File: src/rtl/ysyx_210247_axi_mux.sv
// rtl/ysyx_210247_axi_mux.sv - N-port round-robin arbiter and single-outstanding AXI4 master bridge
//
// Purpose: shares one AXI4 master between NPORT cache/uncached requesters.
// One transaction (INCR burst, 1..256 beats) is in flight at a time; the
// granted port index doubles as the AXI ID.
//
// Ports:
//   clock, reset                 clock, asynchronous active-high reset
//   req_*                        per-port request (packed, port i at slice i)
//   req_ready / wbeat_ack        one-hot grant pulse / write-beat accept pulse
//   rdata, rvalid, rlast         read beat return (shared data, one-hot valid)
//   resp_done, resp_err          one-hot completion pulse and its error flag
//   aw_*, w_*, b_*, ar_*, r_*    AXI4 master channels
module ysyx_210247_axi_mux #(
  parameter int NPORT  = 2,
  parameter int ADDR_W = 64,
  parameter int DATA_W = 64,
  parameter int ID_W   = 4,
  localparam int STRB_W = DATA_W / 8
) (
  input  logic                      clock,
  input  logic                      reset,
  input  logic [NPORT-1:0]          req_valid,
  output logic [NPORT-1:0]          req_ready,
  input  logic [NPORT-1:0]          req_wen,
  input  logic [NPORT*ADDR_W-1:0]   req_addr,
  input  logic [NPORT*3-1:0]        req_size,
  input  logic [NPORT*8-1:0]        req_len,
  input  logic [NPORT*STRB_W-1:0]   req_strb,
  input  logic [NPORT*DATA_W-1:0]   req_wdata,
  output logic [NPORT-1:0]          wbeat_ack,
  output logic [DATA_W-1:0]         rdata,
  output logic [NPORT-1:0]          rvalid,
  output logic                      rlast,
  output logic [NPORT-1:0]          resp_done,
  output logic                      resp_err,
  output logic                      aw_valid,
  input  logic                      aw_ready,
  output logic [ADDR_W-1:0]         aw_addr,
  output logic [ID_W-1:0]           aw_id,
  output logic [7:0]                aw_len,
  output logic [2:0]                aw_size,
  output logic [1:0]                aw_burst,
  output logic                      w_valid,
  input  logic                      w_ready,
  output logic [DATA_W-1:0]         w_data,
  output logic [STRB_W-1:0]         w_strb,
  output logic                      w_last,
  input  logic                      b_valid,
  output logic                      b_ready,
  input  logic [1:0]                b_resp,
  input  logic [ID_W-1:0]           b_id,
  output logic                      ar_valid,
  input  logic                      ar_ready,
  output logic [ADDR_W-1:0]         ar_addr,
  output logic [ID_W-1:0]           ar_id,
  output logic [7:0]                ar_len,
  output logic [2:0]                ar_size,
  output logic [1:0]                ar_burst,
  input  logic                      r_valid,
  output logic                      r_ready,
  input  logic [DATA_W-1:0]         r_data,
  input  logic [1:0]                r_resp,
  input  logic                      r_last,
  input  logic [ID_W-1:0]           r_id
);

  localparam int PW = (NPORT > 1) ? $clog2(NPORT) : 1;

  typedef enum logic [2:0] {S_IDLE, S_AR, S_R, S_AW_W, S_B} state_e;

  state_e               state_q, state_d;
  logic [PW-1:0]        rr_ptr_q, rr_ptr_d;
  logic [PW-1:0]        grant_q, grant_d;
  logic [ADDR_W-1:0]    addr_q, addr_d;
  logic [2:0]           size_q, size_d;
  logic [7:0]           len_q, len_d;
  logic [STRB_W-1:0]    strb_q, strb_d;
  logic [7:0]           cnt_q, cnt_d;
  logic                 err_q, err_d;
  logic                 aw_done_q, aw_done_d;
  logic                 w_done_q, w_done_d;

  // Per-port views of the packed request buses.
  logic [ADDR_W-1:0]    addr_a  [NPORT];
  logic [2:0]           size_a  [NPORT];
  logic [7:0]           len_a   [NPORT];
  logic [STRB_W-1:0]    strb_a  [NPORT];
  logic [DATA_W-1:0]    wdata_a [NPORT];

  always_comb begin
    for (int i = 0; i < NPORT; i++) begin
      addr_a[i]  = req_addr[i*ADDR_W +: ADDR_W];
      size_a[i]  = req_size[i*3 +: 3];
      len_a[i]   = req_len[i*8 +: 8];
      strb_a[i]  = req_strb[i*STRB_W +: STRB_W];
      wdata_a[i] = req_wdata[i*DATA_W +: DATA_W];
    end
  end

  // Round-robin search: walk from the farthest candidate back to rr_ptr so the
  // last hit is the closest valid port at or after the pointer.
  logic          found;
  logic [PW-1:0] gsel;
  logic [PW:0]   arb_sum;
  logic [PW:0]   next_sum;

  always_comb begin
    found   = 1'b0;
    gsel    = '0;
    arb_sum = '0;
    for (int k = NPORT - 1; k >= 0; k--) begin
      arb_sum = {1'b0, rr_ptr_q} + (PW+1)'(k);
      if (arb_sum >= (PW+1)'(NPORT)) arb_sum = arb_sum - (PW+1)'(NPORT);
      if (req_valid[arb_sum[PW-1:0]]) begin
        found = 1'b1;
        gsel  = arb_sum[PW-1:0];
      end
    end
    next_sum = {1'b0, gsel} + (PW+1)'(1);
    if (next_sum >= (PW+1)'(NPORT)) next_sum = '0;
  end

  logic [NPORT-1:0] gmask;
  logic [ID_W-1:0]  gid;
  logic             beat_err;

  assign gmask = NPORT'(1) << grant_q;
  assign gid   = ID_W'(grant_q);

  always_comb begin
    state_d   = state_q;
    rr_ptr_d  = rr_ptr_q;
    grant_d   = grant_q;
    addr_d    = addr_q;
    size_d    = size_q;
    len_d     = len_q;
    strb_d    = strb_q;
    cnt_d     = cnt_q;
    err_d     = err_q;
    aw_done_d = aw_done_q;
    w_done_d  = w_done_q;
    beat_err  = 1'b0;
    req_ready = '0;
    wbeat_ack = '0;
    rdata     = '0;
    rvalid    = '0;
    rlast     = 1'b0;
    resp_done = '0;
    resp_err  = 1'b0;
    aw_valid  = 1'b0;
    aw_addr   = '0;
    aw_id     = '0;
    aw_len    = '0;
    aw_size   = '0;
    aw_burst  = '0;
    w_valid   = 1'b0;
    w_data    = '0;
    w_strb    = '0;
    w_last    = 1'b0;
    b_ready   = 1'b0;
    ar_valid  = 1'b0;
    ar_addr   = '0;
    ar_id     = '0;
    ar_len    = '0;
    ar_size   = '0;
    ar_burst  = '0;
    r_ready   = 1'b0;

    case (state_q)
      S_IDLE: begin
        if (found && !reset) begin
          req_ready = NPORT'(1) << gsel;
          grant_d   = gsel;
          rr_ptr_d  = next_sum[PW-1:0];
          addr_d    = addr_a[gsel];
          size_d    = size_a[gsel];
          len_d     = len_a[gsel];
          strb_d    = strb_a[gsel];
          cnt_d     = '0;
          err_d     = 1'b0;
          aw_done_d = 1'b0;
          w_done_d  = 1'b0;
          state_d   = req_wen[gsel] ? S_AW_W : S_AR;
        end
      end
      S_AR: begin
        ar_valid = 1'b1;
        ar_addr  = addr_q;
        ar_id    = gid;
        ar_len   = len_q;
        ar_size  = size_q;
        ar_burst = 2'b01;
        if (ar_ready) state_d = S_R;
      end
      S_R: begin
        r_ready = 1'b1;
        if (r_valid) begin
          rdata    = r_data;
          rvalid   = gmask;
          rlast    = r_last;
          cnt_d    = cnt_q + 8'd1;
          beat_err = (r_resp != 2'b00) || (r_id != gid) || (r_last && (cnt_q != len_q));
          err_d    = err_q | beat_err;
          if (r_last) begin
            resp_done = gmask;
            resp_err  = err_q | beat_err;
            state_d   = S_IDLE;
          end
        end
      end
      S_AW_W: begin
        aw_valid = !aw_done_q;
        if (aw_valid) begin
          aw_addr  = addr_q;
          aw_id    = gid;
          aw_len   = len_q;
          aw_size  = size_q;
          aw_burst = 2'b01;
          if (aw_ready) aw_done_d = 1'b1;
        end
        w_valid = !w_done_q;
        if (w_valid) begin
          // Write data is taken live from the port, which holds each beat until acked.
          w_data = wdata_a[grant_q];
          w_strb = strb_q;
          w_last = (cnt_q == len_q);
          if (w_ready) begin
            wbeat_ack = gmask;
            cnt_d     = cnt_q + 8'd1;
            if (w_last) w_done_d = 1'b1;
          end
        end
        // AW and the final W beat may finish in either order or together.
        if (aw_done_d && w_done_d) state_d = S_B;
      end
      S_B: begin
        b_ready = 1'b1;
        if (b_valid) begin
          resp_done = gmask;
          resp_err  = (b_resp != 2'b00) || (b_id != gid);
          state_d   = S_IDLE;
        end
      end
      default: state_d = S_IDLE;
    endcase
  end

  always_ff @(posedge clock or posedge reset) begin
    if (reset) begin
      state_q   <= S_IDLE;
      rr_ptr_q  <= '0;
      grant_q   <= '0;
      addr_q    <= '0;
      size_q    <= '0;
      len_q     <= '0;
      strb_q    <= '0;
      cnt_q     <= '0;
      err_q     <= 1'b0;
      aw_done_q <= 1'b0;
      w_done_q  <= 1'b0;
    end else begin
      state_q   <= state_d;
      rr_ptr_q  <= rr_ptr_d;
      grant_q   <= grant_d;
      addr_q    <= addr_d;
      size_q    <= size_d;
      len_q     <= len_d;
      strb_q    <= strb_d;
      cnt_q     <= cnt_d;
      err_q     <= err_d;
      aw_done_q <= aw_done_d;
      w_done_q  <= w_done_d;
    end
  end

endmodule
File: config.mk
export PLATFORM = sky130hd
export DESIGN_NAME = ysyx_210247_axi_mux
export DESIGN_NICKNAME = d
export VERILOG_FILES = /design/src/rtl/ysyx_210247_axi_mux.sv
export SDC_FILE = /design/constraint.sdc
export NUM_CORES = 1
export LEC_CHECK = 0
export ABC_AREA = 0
export BUFFER_PORTS_ARGS = -buffer_cell sky130_fd_sc_hd__buf_2
export CAP_MARGIN = 20
export CORE_AREA = 2 2 267 269
export CTS_BUF_LIST = sky130_fd_sc_hd__clkbuf_8
export DETAILED_ROUTE_END_ITERATION = 6
export DIE_AREA = 0 0 269 271
export GPL_ROUTABILITY_DRIVEN = 0
export HOLD_SLACK_MARGIN = 0.03
export PLACE_DENSITY_LB_ADDON = 0.25
export SLEW_MARGIN = 40
export SYNTH_ARGS = -nofsm -noshare
export SYNTH_HDL_FRONTEND = slang
export SYNTH_SLANG_ARGS = --single-unit
export TNS_END_PERCENT = 1
File: constraint.sdc
create_clock -name clock -period 2.5 [get_ports clock]
set_input_delay 0.125 -clock clock [delete_from_list [all_inputs] [get_ports clock]]
set_output_delay 0.125 -clock clock [all_outputs]
set_load 0.02 [all_outputs]
==> impl_metrics.csv <==
group,metric,value,unit
clocking,tritoncts,"built",
sta,skew,0.01332,ns
pwr,irDropWorstVdd,0.2676,mV
floorplan,coreArea,69790,µm²
sta,fmax,428.1,MHz
setup_path,start_kind,"flip-flop",
global_routing,antenna_found_initial,10,
sta,drv_slew,0,
floorplan,io-pin-count,696,
sta,slew_headroom,47.28,%
synthesis,yosysTopAreaCell,"dfrtp_1",
placed_design,place_hpwl,37470,µm
pwr,power_density,862.6,nW/µm²
sta,finalHoldViolCount,0,
clocking,htreeDepth,3,
clocking,insertion_delay,0.43,ns
finish,syn2layout_area_growth,88.30,%
finish,fin_nets,2111,
detailed_routing,via_count,9404,
global_routing,overflow,0,
synthesis,ys_seq_elements,99,
synthesis,syn-cell-area,7446,µm²
synthesis,synth_cell_types,49,
finish,fill_cells,7866,
synthesis,synth.mux.area_fraction,19.90,%
clocking,cts_root_buffer,"clkbuf_8",
floorplan,fp-row-count,97,
placed_design,dp.cells,2488,
synthesis,syn_avg_cell_area,8.301,µm²
pwr,leakage,7.627,nW
finish,stdcell_count,2678,
setup_path,cp.required,2.38,ns
synthesis,synth_compound_area_share,8.973,%
clocking,cts_buffers,9,
setup_path,worst-path-max-fanout,44,
run,timing.max_cap.violations,0,
placed_design,port_buffers,687,
global_routing,grt_busiest_layer,"met2",
floorplan,design.die.area,72900,µm²
clocking,max-clock-path-buffers,2,
clocking,cts_sinks,99,
floorplan,fp.dieH,271,µm
global_routing,met3_usage,2.485,%
floorplan,initial_core_util,10.67,%
floorplan,die_x,269,µm
clocking,path_clk_slew,0.11,ns
synthesis,synth-edff-count,0,
synthesis,synth_warnings,0,
placed_design,place_area,12050,µm²
finish,final_layout_size_suffix_gt1_share,43.80,%
sta,post-route-period-util,93.44,%
sta,finalCriticalPeriod,2.336,ns
synthesis,synth.area.top_cells,"dfrtp_1 33%, mux2i_1 20%, and2_1 19%, o21ai_0 4.8%, nand2_1 4.6%",
finish,final_cell_area,14020,µm²
outcome,status,"complete, no violations",
synthesis,synth_top_area_share,33.27,%
global_routing,grt_pass1_vias,9495,
setup_path,r2r_slack,0.19,ns
detailed_routing,post_drt_wl_per_cell,17.29,µm
synthesis,synth_top_family_by_area,"simple AND/OR/NAND/NOR gates",
setup_path,worst-setup-path-type,"reg -> out",
detailed_routing,drc,0,
setup_path,arrival,2.21,ns
global_routing,grt_max_degree,100,
global_routing,grtUsageMet1,13.35,%
detailed_routing,routed_wl,46300,µm
sta,worstMarginPinSlew,0.7908,ns
synthesis,synth_seq_area_share,33.27,%
sta,grt_setup_unrepaired,"no",
detailed_routing,firstDrtPassIters,5,
global_routing,grt_pass1_wl,63430,µm
synthesis,synth-async-reset-ratio,100.0,%
global_routing,track_usage,12.03,%
detailed_routing,ant_nets,0,
setup_path,end_kind,"output port",
hold_path,hold_path_class,"in -> reg",
sta,setup_violations,0,
synthesis,synthXorXnorAreaFrac,1.176,%
synthesis,synth_cells,897,
synthesis,synthSimpleGateAreaFrac,30.92,%
detailed_routing,drt-initial-drc-count,326,
global_routing,use_met2,22.44,%
synthesis,synth_adder_area_share,0.1680,%
synthesis,synth_ff_type,"dfrtp_1",
detailed_routing,via_per_inst,3.512,
==> worst paths after layout <==
path,start,end,cells after the start
worst max-delay path,state_q[1],ar_addr[53],5
worst min-delay path,req_addr[125],addr_q[61],3
worst max register to register,rr_ptr_q,addr_q[59],6
worst min register to register,strb_q[7],strb_q[7],2
max in group asynchronous,reset,addr_q[39],4
min in group asynchronous,reset,grant_q,4
==> power breakdown <==
part | internal [mW] | total, mW | switching, mW
clock | 0.571 | 1.26 | 0.687
combinational | 2.97 | 7.73 | 4.77
sequential | 2.30 | 3.10 | 0.802
==> sequential cells by signal, indices dropped and copies added (netlist names) <==
| signal | count |
|---|---|
| addr_q | 64 |
| cnt_q | 8 |
| len_q | 8 |
| strb_q | 8 |
| size_q | 3 |
| state_q | 3 |
| aw_done_q | 1 |
| err_q | 1 |
| grant_q | 1 |
| rr_ptr_q | 1 |
| w_done_q | 1 |
==> logic make-up (layout without fill, tap and decap cells) <==
family	count (synthesis)	in the layout
AO/OA/AOI/OAI	121	121
XOR/XNOR	10	10
adder cells (fa/ha/maj)	1	1
buffers and inverters	87	914
flip-flops	99	99
multiplexers	148	148
other	1	13
AND/OR/NAND/NOR	430	432
==> per-layer routing <==
| layer | wire, µm | up-vias |
|---|---|---|
| met3 | 2877 | 40 |
| met5 | 46 | - |
| met2 | 24230 | 422 |
| li1 | - | 4634 |
| met1 | 18140 | 4300 |
| met4 | 1008 | 8 |
==> timing repair <==
action / CTS / global route
gates cloned: 2 / 0
hold buffers: 166 / 0
hold endpoints to repair: 184 / 0
setup buffers: 1 / 0
pin swaps: 1 / 1
endpoints found under the setup margin: 89 / 75
gates resized for setup: 5 / 6
==> synthesized netlist by cell type (3+ instances only) <==
cell / number
o21ai_1: 16
a21oi_1: 11
and3_1: 3
nand4_1: 5
mux2i_1: 148
or4_1: 7
clkbuf_1: 42
nand2_1: 92
xnor2_1: 9
and2_1: 227
inv_1: 4
nor3_1: 4
nor2_1: 73
buf_6: 3
buf_2: 21
nor2b_1: 3
dfrtp_1: 99
o21ai_0: 72
buf_1: 6
a21o_1: 3
buf_4: 10
nand2b_1: 3
o31ai_1: 6
==> cell usage in the layout, fill, tap and decap left out, types with 2 or more instances in the layout <==
master	synthesis	final
bufinv_16	0	2
o31ai_1	6	6
or2_4	0	2
nand2b_1	3	3
a21oi_1	11	11
inv_1	4	3
a21o_1	3	3
buf_2	21	687
nor4_1	2	2
nor2_1	73	73
buf_12	0	2
nand4_1	5	5
and2_1	227	227
nor3_1	4	4
buf_4	10	33
inv_6	0	2
nor3b_1	2	2
buf_6	3	4
nand2_1	92	89
dfrtp_2	0	2
dlygate4sd3_1	0	166
clkinvlp_4	0	2
or4_1	7	7
clkbuf_8	0	9
nor2b_1	3	3
nand3_1	2	2
and3_1	3	3
mux2i_1	148	148
o21ai_0	72	72
conb_1	1	8
dfrtp_1	99	96
o21ai_1	16	16
xnor2_1	9	9
diode_2	0	5
==> critical path, stage by stage, from the launching register on <==
cell and delay (ns):
dfrtp_1 0.43, buf_4 0.19, nor3b_4 0.26, buf_4 0.46, and2_1 0.21, buf_2 0.17
==> area by class of cell <==
type                       instances  area, µm²  share of cell area, %
antenna                            5      12.51                0.08924
inverter                           5      25.02                 0.1785
timing repair buffer             893       5460                  38.94
tap                              940       1176                  8.388
sequential                        99       2484                  17.71
clock buffer                       9      123.9                 0.8835
multi-input combinational        720       4641                  33.10
clock inverter                     7      98.84                 0.7050
==> through the flow <==
stage	hold WS, ns	power, mW	utilization (%)	worst slack [ns]	TNS, ns
final	0.09541	12.09	20.09	0.1639	0
after global routing	0.08585	13.10	20.09	0.002016	0
after CTS	0.03315	12.45	20.05	-0.01386	-0.01386
after detailed placement	0.3725	10.58	17.26	0.3080	0
after global placement	0.3610	10.50	17.26	0.4357	0
after floorplan	0.2501	7.369	-	0.6114	0
(Power assumes the default switching activity.)
